<file path="config.mk">
export PLATFORM = sky130hd
export DESIGN_NAME = eth_uplink_sched
export DESIGN_NICKNAME = d
export VERILOG_FILES = /design/src/rtl/eth_pkg.sv /design/src/rtl/axis_skid_reg.sv /design/src/rtl/eth_uplink_sched.sv
export SDC_FILE = /design/constraint.sdc
export NUM_CORES = 1
export LEC_CHECK = 0
export BUFFER_PORTS_ARGS = -buffer_cell sky130_fd_sc_hd__buf_2
export CAP_MARGIN = 15
export CORE_MARGIN = 4
export CORE_UTILIZATION = 30
export CTS_CLUSTER_SIZE = 8
export DETAILED_ROUTE_END_ITERATION = 8
export PLACE_DENSITY = 0.62
export SLEW_MARGIN = 20
export SYNTH_ARGS = -nofsm -noshare
export SYNTH_HDL_FRONTEND = slang
export SYNTH_SLANG_ARGS = --single-unit
export TNS_END_PERCENT = 20
</file>
<file path="constraint.sdc">
create_clock -name i_clk -period 6.3 [get_ports i_clk]
set_clock_uncertainty 0.15 [all_clocks]
set_input_delay 1.26 -clock i_clk [delete_from_list [all_inputs] [get_ports i_clk]]
set_output_delay 1.26 -clock i_clk [all_outputs]
set_load 0.02 [all_outputs]
</file>
<file path="src/rtl/eth_pkg.sv">
// eth_pkg
// Shared definitions for the 10G uplink path. The grant-state encoding lives
// here so the uplink scheduler and the MAC glue logic decode o_grant the same
// way, together with the default AXI-Stream widths of the 10G TX datapath.
//
// Contents:
//   ETH_DATA_W / ETH_KEEP_W   default tdata / tkeep widths
//   GRANT_NONE/CTRL/DATA      owner encoding reported on o_grant
//   grant_state_e             scheduler FSM states (value == grant encoding)
package eth_pkg;

    localparam int ETH_DATA_W = 64;
    localparam int ETH_KEEP_W = ETH_DATA_W / 8;

    localparam logic [1:0] GRANT_NONE = 2'd0;
    localparam logic [1:0] GRANT_CTRL = 2'd1;
    localparam logic [1:0] GRANT_DATA = 2'd2;

    // The FSM state doubles as the externally visible owner code.
    typedef enum logic [1:0] {
        ST_IDLE = GRANT_NONE,
        ST_CTRL = GRANT_CTRL,
        ST_DATA = GRANT_DATA
    } grant_state_e;

endpackage

</file>
<file path="src/rtl/axis_skid_reg.sv">
// axis_skid_reg
// Two-entry AXI-Stream register slice (skid buffer) carrying data, keep,
// last and user. Sustains one beat per cycle; s_tready is a register so
// there is no combinational path from m_tready back to the source.
//
// Ports:
//   i_clk, i_rst_n                  clock, asynchronous active-low reset
//   s_tvalid/tdata/tkeep/tlast/tuser input beat
//   s_tready                         registered "skid entry empty"
//   m_tvalid/tdata/tkeep/tlast/tuser registered output beat
//   m_tready                         downstream backpressure
module axis_skid_reg
    import eth_pkg::*;
#(
    parameter int DATA_W = ETH_DATA_W,
    parameter int KEEP_W = ETH_KEEP_W
) (
    input  logic              i_clk,
    input  logic              i_rst_n,
    input  logic              s_tvalid,
    input  logic [DATA_W-1:0] s_tdata,
    input  logic [KEEP_W-1:0] s_tkeep,
    input  logic              s_tlast,
    input  logic              s_tuser,
    output logic              s_tready,
    output logic              m_tvalid,
    output logic [DATA_W-1:0] m_tdata,
    output logic [KEEP_W-1:0] m_tkeep,
    output logic              m_tlast,
    output logic              m_tuser,
    input  logic              m_tready
);

    localparam int PAY_W = DATA_W + KEEP_W + 2;

    logic [PAY_W-1:0] s_pay;
    logic [PAY_W-1:0] out_pay_q, out_pay_d;
    logic [PAY_W-1:0] skid_pay_q, skid_pay_d;
    logic             out_valid_q, out_valid_d;
    logic             skid_valid_q, skid_valid_d;
    logic             s_ready_q;
    logic             out_free;
    logic             s_fire;

    assign s_pay = {s_tdata, s_tkeep, s_tlast, s_tuser};

    // The output register refills from the skid entry first so beat order is
    // kept. A beat accepted while the output is stalled parks in the skid
    // entry; s_tready was already high that cycle, which is why a second
    // entry is needed at all. Once the skid entry is occupied s_tready drops,
    // so an accept and a skid drain can never collide.
    always_comb begin
        out_free     = ~out_valid_q | m_tready;
        s_fire       = s_tvalid & s_ready_q;
        out_valid_d  = out_valid_q;
        out_pay_d    = out_pay_q;
        skid_valid_d = skid_valid_q;
        skid_pay_d   = skid_pay_q;
        if (out_free) begin
            if (skid_valid_q) begin
                out_valid_d  = 1'b1;
                out_pay_d    = skid_pay_q;
                skid_valid_d = 1'b0;
            end else if (s_fire) begin
                out_valid_d = 1'b1;
                out_pay_d   = s_pay;
            end else begin
                out_valid_d = 1'b0;
            end
        end else if (s_fire) begin
            skid_valid_d = 1'b1;
            skid_pay_d   = s_pay;
        end
    end

    always_ff @(posedge i_clk or negedge i_rst_n) begin
        if (!i_rst_n) begin
            out_valid_q  <= 1'b0;
            out_pay_q    <= '0;
            skid_valid_q <= 1'b0;
            skid_pay_q   <= '0;
            s_ready_q    <= 1'b0;
        end else begin
            out_valid_q  <= out_valid_d;
            out_pay_q    <= out_pay_d;
            skid_valid_q <= skid_valid_d;
            skid_pay_q   <= skid_pay_d;
            s_ready_q    <= ~skid_valid_d;
        end
    end

    assign s_tready = s_ready_q;
    assign m_tvalid = out_valid_q;
    assign {m_tdata, m_tkeep, m_tlast, m_tuser} = out_pay_q;

endmodule

</file>
<file path="src/rtl/eth_uplink_sched.sv">
// eth_uplink_sched
// Frame-atomic scheduler sharing the 10G uplink TX stream between the
// control-plane source and the bulk data source. Whole frames are granted;
// control has priority, but after CTRL_BURST consecutive control frames with
// data waiting, a data frame is granted. Output goes through axis_skid_reg.
//
// Ports:
//   i_clk, i_rst_n        clock, asynchronous active-low reset
//   s_ctrl_axis_*         control source stream (tready is backpressure)
//   s_data_axis_*         bulk data source stream (tready is backpressure)
//   m_tx_axis_*           registered stream to the MAC TX
//   o_grant               current owner: 0 none, 1 ctrl, 2 data
//   o_ctrl_frame_cnt      control frames forwarded, wraps at 16 bits
//   o_data_frame_cnt      data frames forwarded, wraps at 16 bits
module eth_uplink_sched
    import eth_pkg::*;
#(
    parameter int DATA_W     = ETH_DATA_W,
    parameter int KEEP_W     = ETH_KEEP_W,
    parameter int CTRL_BURST = 4
) (
    input  logic              i_clk,
    input  logic              i_rst_n,
    input  logic              s_ctrl_axis_tvalid,
    input  logic [DATA_W-1:0] s_ctrl_axis_tdata,
    input  logic              s_ctrl_axis_tlast,
    input  logic [KEEP_W-1:0] s_ctrl_axis_tkeep,
    input  logic              s_ctrl_axis_tuser,
    output logic              s_ctrl_axis_tready,
    input  logic              s_data_axis_tvalid,
    input  logic [DATA_W-1:0] s_data_axis_tdata,
    input  logic              s_data_axis_tlast,
    input  logic [KEEP_W-1:0] s_data_axis_tkeep,
    input  logic              s_data_axis_tuser,
    output logic              s_data_axis_tready,
    output logic              m_tx_axis_tvalid,
    output logic [DATA_W-1:0] m_tx_axis_tdata,
    output logic              m_tx_axis_tlast,
    output logic [KEEP_W-1:0] m_tx_axis_tkeep,
    output logic              m_tx_axis_tuser,
    input  logic              m_tx_axis_tready,
    output logic [1:0]        o_grant,
    output logic [15:0]       o_ctrl_frame_cnt,
    output logic [15:0]       o_data_frame_cnt
);

    localparam int                 BURST_W   = $clog2(CTRL_BURST + 1);
    localparam logic [BURST_W-1:0] BURST_MAX = BURST_W'(CTRL_BURST);

    grant_state_e       state_q, state_d;
    logic [BURST_W-1:0] burst_cnt_q;

    logic              skid_tvalid;
    logic [DATA_W-1:0] skid_tdata;
    logic [KEEP_W-1:0] skid_tkeep;
    logic              skid_tlast;
    logic              skid_tuser;
    logic              skid_tready;
    logic              frame_end;
    logic              ctrl_end;
    logic              data_end;

    // Route the owning source into the skid stage. The source that does not
    // own the link sees tready low, so it cannot lose a beat while waiting.
    always_comb begin
        skid_tvalid        = 1'b0;
        skid_tdata         = '0;
        skid_tkeep         = '0;
        skid_tlast         = 1'b0;
        skid_tuser         = 1'b0;
        s_ctrl_axis_tready = 1'b0;
        s_data_axis_tready = 1'b0;
        case (state_q)
            ST_CTRL: begin
                skid_tvalid        = s_ctrl_axis_tvalid;
                skid_tdata         = s_ctrl_axis_tdata;
                skid_tkeep         = s_ctrl_axis_tkeep;
                skid_tlast         = s_ctrl_axis_tlast;
                skid_tuser         = s_ctrl_axis_tuser;
                s_ctrl_axis_tready = skid_tready;
            end
            ST_DATA: begin
                skid_tvalid        = s_data_axis_tvalid;
                skid_tdata         = s_data_axis_tdata;
                skid_tkeep         = s_data_axis_tkeep;
                skid_tlast         = s_data_axis_tlast;
                skid_tuser         = s_data_axis_tuser;
                s_data_axis_tready = skid_tready;
            end
            default: ;
        endcase
    end

    assign frame_end = skid_tvalid & skid_tready & skid_tlast;
    assign ctrl_end  = frame_end & (state_q == ST_CTRL);
    assign data_end  = frame_end & (state_q == ST_DATA);

    // Arbitration happens only in IDLE, so a frame is never interrupted.
    // Control wins unless it has used up its burst while data is waiting.
    always_comb begin
        state_d = state_q;
        case (state_q)
            ST_IDLE: begin
                if (s_ctrl_axis_tvalid &&
                    ((burst_cnt_q < BURST_MAX) || !s_data_axis_tvalid)) begin
                    state_d = ST_CTRL;
                end else if (s_data_axis_tvalid) begin
                    state_d = ST_DATA;
                end
            end
            ST_CTRL: if (ctrl_end) state_d = ST_IDLE;
            ST_DATA: if (data_end) state_d = ST_IDLE;
            default: state_d = ST_IDLE;
        endcase
    end

    always_ff @(posedge i_clk or negedge i_rst_n) begin
        if (!i_rst_n) begin
            state_q <= ST_IDLE;
        end else begin
            state_q <= state_d;
        end
    end

    // The burst count only matters while data is waiting, so it restarts
    // whenever the data source goes quiet in IDLE or a data frame completes.
    always_ff @(posedge i_clk or negedge i_rst_n) begin
        if (!i_rst_n) begin
            burst_cnt_q <= '0;
        end else if (ctrl_end) begin
            if (burst_cnt_q != BURST_MAX) begin
                burst_cnt_q <= burst_cnt_q + BURST_W'(1);
            end
        end else if (data_end) begin
            burst_cnt_q <= '0;
        end else if ((state_q == ST_IDLE) && !s_data_axis_tvalid) begin
            burst_cnt_q <= '0;
        end
    end

    always_ff @(posedge i_clk or negedge i_rst_n) begin
        if (!i_rst_n) begin
            o_ctrl_frame_cnt <= 16'd0;
            o_data_frame_cnt <= 16'd0;
        end else begin
            if (ctrl_end) o_ctrl_frame_cnt <= o_ctrl_frame_cnt + 16'd1;
            if (data_end) o_data_frame_cnt <= o_data_frame_cnt + 16'd1;
        end
    end

    assign o_grant = state_q;

    axis_skid_reg #(
        .DATA_W (DATA_W),
        .KEEP_W (KEEP_W)
    ) u_skid (
        .i_clk    (i_clk),
        .i_rst_n  (i_rst_n),
        .s_tvalid (skid_tvalid),
        .s_tdata  (skid_tdata),
        .s_tkeep  (skid_tkeep),
        .s_tlast  (skid_tlast),
        .s_tuser  (skid_tuser),
        .s_tready (skid_tready),
        .m_tvalid (m_tx_axis_tvalid),
        .m_tdata  (m_tx_axis_tdata),
        .m_tkeep  (m_tx_axis_tkeep),
        .m_tlast  (m_tx_axis_tlast),
        .m_tuser  (m_tx_axis_tuser),
        .m_tready (m_tx_axis_tready)
    );

endmodule

</file>
## Yosys cells after proc, flatten, opt, wreduce, memory -nomap -nowiden

Index checks and enable logic that the tools add are counted.

- Reduce and logical (&&, ||, !) cells: 11
- Muxes and demuxes: 22
- Equality and inequality tests: 7
- $add $sub $neg: 3
- Bitwise logic cells: 8
- Order comparisons: 1

Operators with widths:

| cell | number |
|---|---|
| 74-bit two-way mux | 2 |
| 64-bit one-hot mux with 2 select lines | 1 |
| 16-bit by 1-bit adder with 16-bit output (second input constant) | 2 |
| 8-bit one-hot mux with 2 select lines | 1 |
| 3-bit two-way mux | 4 |
| 2-bit two-way mux | 4 |
| 1-bit two-way mux | 6 |
| 3-bit inequality test (second input constant) | 2 |
| 1-bit one-hot mux with 2 select lines | 3 |
| 2-bit one-hot mux with 3 select lines | 1 |
| 2-bit AND reduction | 3 |
| 1-bit bitwise AND | 4 |
| 2-bit inequality test (second input constant) | 2 |
| 3-bit by 1-bit adder with 3-bit output (second input constant) | 1 |
| 3-bit < comparator (second input constant) | 1 |
| 1-bit NOT | 3 |
| 3-bit AND reduction | 1 |
| 3-bit nonzero test | 1 |
| 2-bit by 1-bit equality test with 1-bit output (second input constant) | 1 |
| 2-bit equality test (second input constant) | 1 |
| 1-bit logical AND | 2 |
| 2-bit zero test | 1 |
| 2-bit by 1-bit inequality test with 1-bit output (second input constant) | 1 |
| 2-bit nonzero test | 1 |
| other kinds (3) | 3 |

- Flip-flop bits (word level): 188
- Input bits: 153
- Logic and storage cells: 61
- Output and inout bits: 111

## Logic depth before layout (Yosys ltp)

Gate-level depths: netlist (run 1).

- Depth in word-level cells: 7
- Depth in mapped cells: 10
- Depth with buffers taken out: 6

## Modules after synthesis

Synthesis (run 1) repeated with hierarchy kept, for this count alone.

- Cell total of the unflattened synthesis: 749
- Area total of the unflattened synthesis: 9815.7 µm²

Modules (own cells, without submodules):

| module | cells an instance | times used | area each (µm²) | seq. area each (µm²) |
|---|---|---|---|---|
| axis_skid_reg | 405 | 1 | 6840.3 | 3778.6 |
| eth_uplink_sched | 344 | 1 | 2975.4 | 925.9 |

## Worst setup path after synthesis (run 1)

OpenSTA, ideal clock, no wires.

- Kind: register to output
- From: register state_q[0], in the netlist o_grant[0]
- To: output s_data_axis_tready
- Arrival time: 1572 ps
- Stages on the path, launching flop included: 7
- Buffers on the path: 3
- Path slack: 3318 ps
- Required time: 4890 ps
- Cell sequence: dfrtp_1 -> inv_1 -> ha_1 -> buf_4 -> buf_2 -> clkbuf_1 -> and2_1

- Cells in the longest elaborated chain, start to end: 2

Ends and longest elaborated chain:

| what | RTL line | text |
|---|---|---|
| from (decl) | eth_uplink_sched.sv:50 | `grant_state_e state_q, state_d;` |
| from (signal assigned) | eth_uplink_sched.sv:121 | `state_q <= state_d;` |
| 2-bit equality test | eth_uplink_sched.sv:73 | `case (state_q)` |
| 1-bit two-way mux | eth_uplink_sched.sv:73 |  |
| to (decl) | eth_uplink_sched.sv:35 | `output logic s_data_axis_tready,` |

Every way passes these cells.

## Final worst setup path (run 1)

- From: register state_q[0], in the netlist o_grant[0]
- To: register u_skid.skid_pay_q[64]

- Cells in the longest elaborated chain, start to end: 4
- Elaborated cells on any way between the ends: 6
- Classes of those cells: eq/ne: 2; mux: 2; bitwise: 1; reduce/logical: 1

Ends and longest elaborated chain:

| what | RTL line | text |
|---|---|---|
| 2-bit equality test or 2-bit by 1-bit equality test with 1-bit output (tied branches) | eth_uplink_sched.sv:73 |  |
| 1-bit one-hot mux with 2 select lines | eth_uplink_sched.sv:73 |  |
| 1-bit bitwise AND | axis_skid_reg.sv:54 | `s_fire = s_tvalid & s_ready_q;` |
| 2-bit AND reduction (no source line) | - |  |
| to (signal assigned) | axis_skid_reg.sv:87 | `skid_pay_q <= skid_pay_d;` |
| to (decl) | axis_skid_reg.sv:38 | `logic [PAY_W-1:0] skid_pay_q, skid_pay_d;` |

Several ways; a longest one is shown, not always the timed one.
A chain may end at the register's enable or synchronous reset.

==> results of run 1 <==
## power groups by stage
stage	Sequential (uW)	Combinational [uW]	Clock, uW
after floorplan	1620	841	0
after global placement	1530	1330	0
after detailed placement	1530	1350	0
after CTS	1510	1360	1100
after global routing	1540	1490	1150
final	1510	1330	1060
## flip-flops by register name (all words and copies together), names as in the netlist
| signal | cells |
|---|---|
| o_ctrl_frame_cnt | 16 |
| o_data_frame_cnt | 16 |
| o_grant | 2 |
| u_skid.s_tready | 1 |
| u_skid.m_tvalid | 1 |
| u_skid.out_pay_q | 74 |
| u_skid.skid_pay_q | 74 |
| u_skid.skid_valid_q | 1 |
| burst_cnt_q | 3 |
## path summary, 6_finish.rpt
check	startpoint	slack [ps]	depth (start not counted)	endpoint
min reg2reg	o_data_frame_cnt[15]	320	1	o_data_frame_cnt[15]
max in group asynchronous	i_rst_n	4230	2	u_skid.skid_valid_q
max reg2reg	o_grant[0]	2580	8	u_skid.skid_pay_q[64]
max	o_grant[0]	2580	8	u_skid.skid_pay_q[64]
min	o_data_frame_cnt[15]	320	1	o_data_frame_cnt[15]
min in group asynchronous	i_rst_n	710	1	u_skid.skid_pay_q[28]
## synthesized netlist by cell type
library cell  number
a22oi_2            1
or3_1              1
xnor2_1           25
o2111ai_1          1
nor4_2             3
o21ba_2            1
o21ai_0          138
xor2_1             5
o32a_1             1
ha_1               7
mux2_1            60
and3_1             5
a22o_1            73
buf_6              2
nand3_1           11
buf_1              4
nor2b_1            3
nor2_1             3
mux2_2            17
and2_1             5
a22oi_4            1
mux2i_1            3
nand2_1          234
a21oi_1            1
nand2b_1           3
buf_4              8
buf_2             15
inv_1              7
and4_1             5
nor4_1             2
a21bo_1            1
clkbuf_1          39
nand4_1           11
nor3_1             1
o21ai_1           12
dfrtp_1          188
## worst max-delay path, stage by stage, from the launching register on
cell and delay, ps:
dfrtp_1 410, inv_1 120, ha_2 330, buf_4 670, nand2_1 430, or3_4 810, buf_4 410, nand2_1 120
o21ai_0 80
## metal layers
layer	vias up	wire, um	track usage
met5	-	0	0
met4	0	278	0.0372
met3	18	1160	0.0328
met2	147	10900	0.228
met1	3461	10400	0.183
li1	3550	-	-
## metrics by stage
stage	instance area (um2)	instances	setup slack [ps]	util
after floorplan	8980	897	3320	-
after global placement	10600	1488	2670	0.358
after detailed placement	10600	1488	2580	0.358
after CTS	11200	1520	2520	0.378
after global routing	11200	1520	2220	0.378
final	11200	1520	2580	0.378
## kinds of logic after synthesis
kind of cell / Yosys count / synth area share
AOI/OAI and AO/OA: 230 / 0.163
DFF: 188 / 0.524
and+or+nand+nor: 287 / 0.136
adders and majority gates: 7 / 0.00975
buffers and inverters: 75 / 0.0384
xor gates and xnor gates: 30 / 0.0292
muxes: 80 / 0.0999
## area by class of cell
class / instances / area, um2
Clock buffer: 19 / 453
Clock inverter: 13 / 129
Fill cell: 2998 / 18400
Inverter: 7 / 26.3
Multi-Input combinational cell: 634 / 3990
Sequential cell: 188 / 4710
Tap cell: 390 / 488
Timing Repair Buffer: 269 / 1380
==> flow_summary.toml, run 1 <==
[logic_synthesis]
synth.cell_area_mm2 = 0.00898
yosys.area.top_type = "dfrtp_1"
syn_inst = 897
synth_nets = 1057
synth_cell_types = 36
synth_top_cell_area_share = 0.524
synth_warnings = 0
avgSynthCellArea_um2 = 10.0
synth_area_leaders = "dfrtp_1, nand2_1, o21ai_0"
seq_area_frac_synth = 0.524
synth.ff_latch_count = 188

[sta]
tns_ps = 0
max_freq_ghz = 0.269
setup_violations = 0
maxSlewHeadroom = 0.379
fin_crit_sh = 0.591
rsz0062_at_grt = "false"
max_slew.worst_pin.slew_ps = 932
hold_viol = 0
period_minus_slack_ps = 3720
fin_hold_ws_ps = 320
drv_slew = 0

[global_route]
grt_max_degree = 102
grt_pass1_wl_um = 37500
track_usage = 0.138
gr-total-overflow = 0
grt_pass1_vias = 7173
grt_antenna_before_repair = 0

[setup_path]
end_kind = "flop"
cp-start-kind = "flop"
crit_required_ps = 6430
critPathMaxFanout = 91
worst-setup-path-type = "reg2reg"
worst_ep_arrival_time_ps = 3850

[detailed_routing]
ant_nets = 0
dr.pass1.iters = 4
via_per_inst = 4.72
drc_errors = 0
routedWlPerCell_um = 15.0
vias = 7176
drt_iter0_markers = 362
wirelength_um = 22700

[floorplan]
start_util = 0.304
core_mm2 = 0.0296
ios = 264
rows = 63
die_area_mm2 = 0.0328
die_h_um = 181
die_w_um = 181

[min_path]
hp-class = "reg2reg"

[status]
status = "complete, no violations"

[final_layout]
antenna_cells = 0
nets = 1277
layout_common_cells = "buf_2, nand2_1, dfrtp_1"
area_growth_pct = 24.4
drive_gt1_frac = 0.293
final_common_cell = "buf_2"

[placed_design]
gp_congestion = 0.765
port_buffers = 263
dp_hpwl_um = 15400

[clock_tree]
path_clk_slew_ps = 80
holdBufCountCts = 0
cts.sinks = 188
cts_root_buf = "clkbuf_16"
post_cts_buffers = 0
clockBufferDepth = 2
post_cts_resized = 0
cts_inserted_buffers = 17
cts_tree = "built"
clk_latency_ps = 420
h-tree-depth = 4

[power]
clkPwrFrac = 0.271
p_total_uw = 3900
seqPwrFrac = 0.387
netSwitchingPower_uw = 1470
p_int_uw = 2440
peakVddDrop_uv = 340
p_per_area_mw_per_mm2 = 349
pwr-share-comb = 0.342
leakage_uw = 0.00555
switching_share = 0.376

[flow_run]
cap_violations = 0
(Power assumes the default switching activity.)
==> run 2, diff against run 1 <==
PLACE_DENSITY = 0.64   (was 0.62)
clock period = 3 ns   (was 6.3 ns; I/O delays follow)
==> run 2 against run 1 <==
Register-to-register slack worse by 2300 ps. Flip-flop and latch count stayed put. Worst hold slack worse by 13 ps. Die area stayed put. Sequential share of layout area is 0.52 points lower. Via count is 1.5% higher. Clock-buffer cell count stayed put. Global-route usage is 0.33 points higher. Core utilization is 0.47 points higher. First-iteration DRC count is 15% lower. Critical endpoint is now s_ctrl_axis_tready.
==> flow_summary.toml, run 2 (synthesized netlist as in run 1, its figures left out) <==
[status]
status = "complete, no violations"

[min_path]
hp-class = "in2reg"

[detailed_routing]
drt_iter0_markers = 309
wirelength_um = 23600
routedWlPerCell_um = 15.4
vias = 7283
ant_nets = 0
drc_errors = 0
dr.pass1.iters = 5
via_per_inst = 4.76

[power]
leakage_uw = 0.00561
peakVddDrop_uv = 389
p_per_area_mw_per_mm2 = 742

[setup_path]
end_kind = "output port"
worst_ep_arrival_time_ps = 2100
critPathMaxFanout = 51
crit_required_ps = 2250
worst-setup-path-type = "reg2out"
cp-start-kind = "flop"

[floorplan]
die_w_um = 181
rows = 63
die_h_um = 181
die_area_mm2 = 0.0328
ios = 264
start_util = 0.304
core_mm2 = 0.0296

[global_route]
grt_pass1_wl_um = 37600
track_usage = 0.141
grt_max_degree = 87
gr-total-overflow = 0
grt_pass1_vias = 7176
grt_antenna_before_repair = 2

[final_layout]
area_growth_pct = 25.9
seqCellArea_mm2 = 0.00471
nFillCells = 3002
multiInputGateArea_mm2 = 0.00398
layout_common_cells = "buf_2, nand2_1, dfrtp_1"
nets = 1286
reg_top3 = "u_skid.out_pay_q: 74 flops, u_skid.skid_pay_q: 74 flops"
final_common_cell = "buf_2"
drive_gt1_frac = 0.298
postLayoutCellArea_mm2 = 0.0113

[sta]
period_minus_slack_ps = 2850
fin_hold_ws_ps = 307
rsz0062_at_grt = "false"
max_freq_ghz = 0.350
setup_violations = 0
drv_slew = 0
tns_ps = 0
hold_viol = 0
setup_ws_ps = 145
maxSlewHeadroom = 0.468
fin_crit_sh = 0.952
max_slew.worst_pin.slew_ps = 798

[clock_tree]
cts.sinks = 188
clk_latency_ps = 440
cts_tree = "built"
clockBufferDepth = 2
path_clk_slew_ps = 80
cts_root_buf = "clkbuf_16"
h-tree-depth = 4
cts_inserted_buffers = 17

[flow_run]
cap_violations = 0

[placed_design]
port_buffers = 263
gp_congestion = 0.789
dp_hpwl_um = 16100
place_area_mm2 = 0.0107
pre_cts_ws_ps = 314
-- run 2: path summary, 6_finish.rpt --
kind / depth (start not counted) / slack (ps) / startpoint / end
hold / removal: 3 / 310 / m_tx_axis_tready / u_skid.s_tready
max in group asynchronous: 3 / 1350 / i_rst_n / u_skid.skid_valid_q
setup / recovery: 5 / 150 / o_grant[1] / s_ctrl_axis_tready
min in group asynchronous: 2 / 560 / i_rst_n / u_skid.out_pay_q[28]
hold reg to reg: 1 / 330 / o_ctrl_frame_cnt[15] / o_ctrl_frame_cnt[15]
setup reg to reg: 7 / 320 / o_grant[0] / o_data_frame_cnt[7]
-- run 2: what timing repair did --
action,in CTS,in global routing
endpoints found under the hold margin,9,0
resized for setup,0,0
buffers inserted,0,0
endpoints found under the setup margin,0,0
hold buffers,1,0
-- run 2: worst max-delay path, stage by stage, from the launching register on --
cell     delay, ps
dfrtp_1        450
inv_1          150
ha_4           420
buf_12         310
and2_1         160
buf_2          160
-- run 2: metrics by stage --
stage          power [uW]   util  std cells
2_1_floorplan        5160      -        897
3_3_place_gp         6140  0.362       1496
3_5_place_dp         6180  0.362       1496
4_1_cts              8540  0.383       1529
5_1_grt              8950  0.383       1530
6_report             8390  0.383       1530
-- run 2: final cells by class --
type | count | area share
antenna | 1 | 0.000221
clock buffer | 19 | 0.0400
clock inverter | 13 | 0.0125
inverter | 7 | 0.00232
multi-input combinational | 634 | 0.352
sequential | 188 | 0.416
tap | 390 | 0.0431
timing repair buffer | 278 | 0.134
-- run 2: metal layers --
layer	track usage	part of all wire
met5	0	0.00034
met4	0.0390	0.012
met3	0.0393	0.052
met2	0.235	0.49
met1	0.182	0.45
-- run 2: report_power, final --
part,switching [uW],internal [uW],total [uW]
Combinational,1820,1100,2920
Clock,1030,1280,2310
Sequential,218,2940,3160
Total,3070,5320,8390
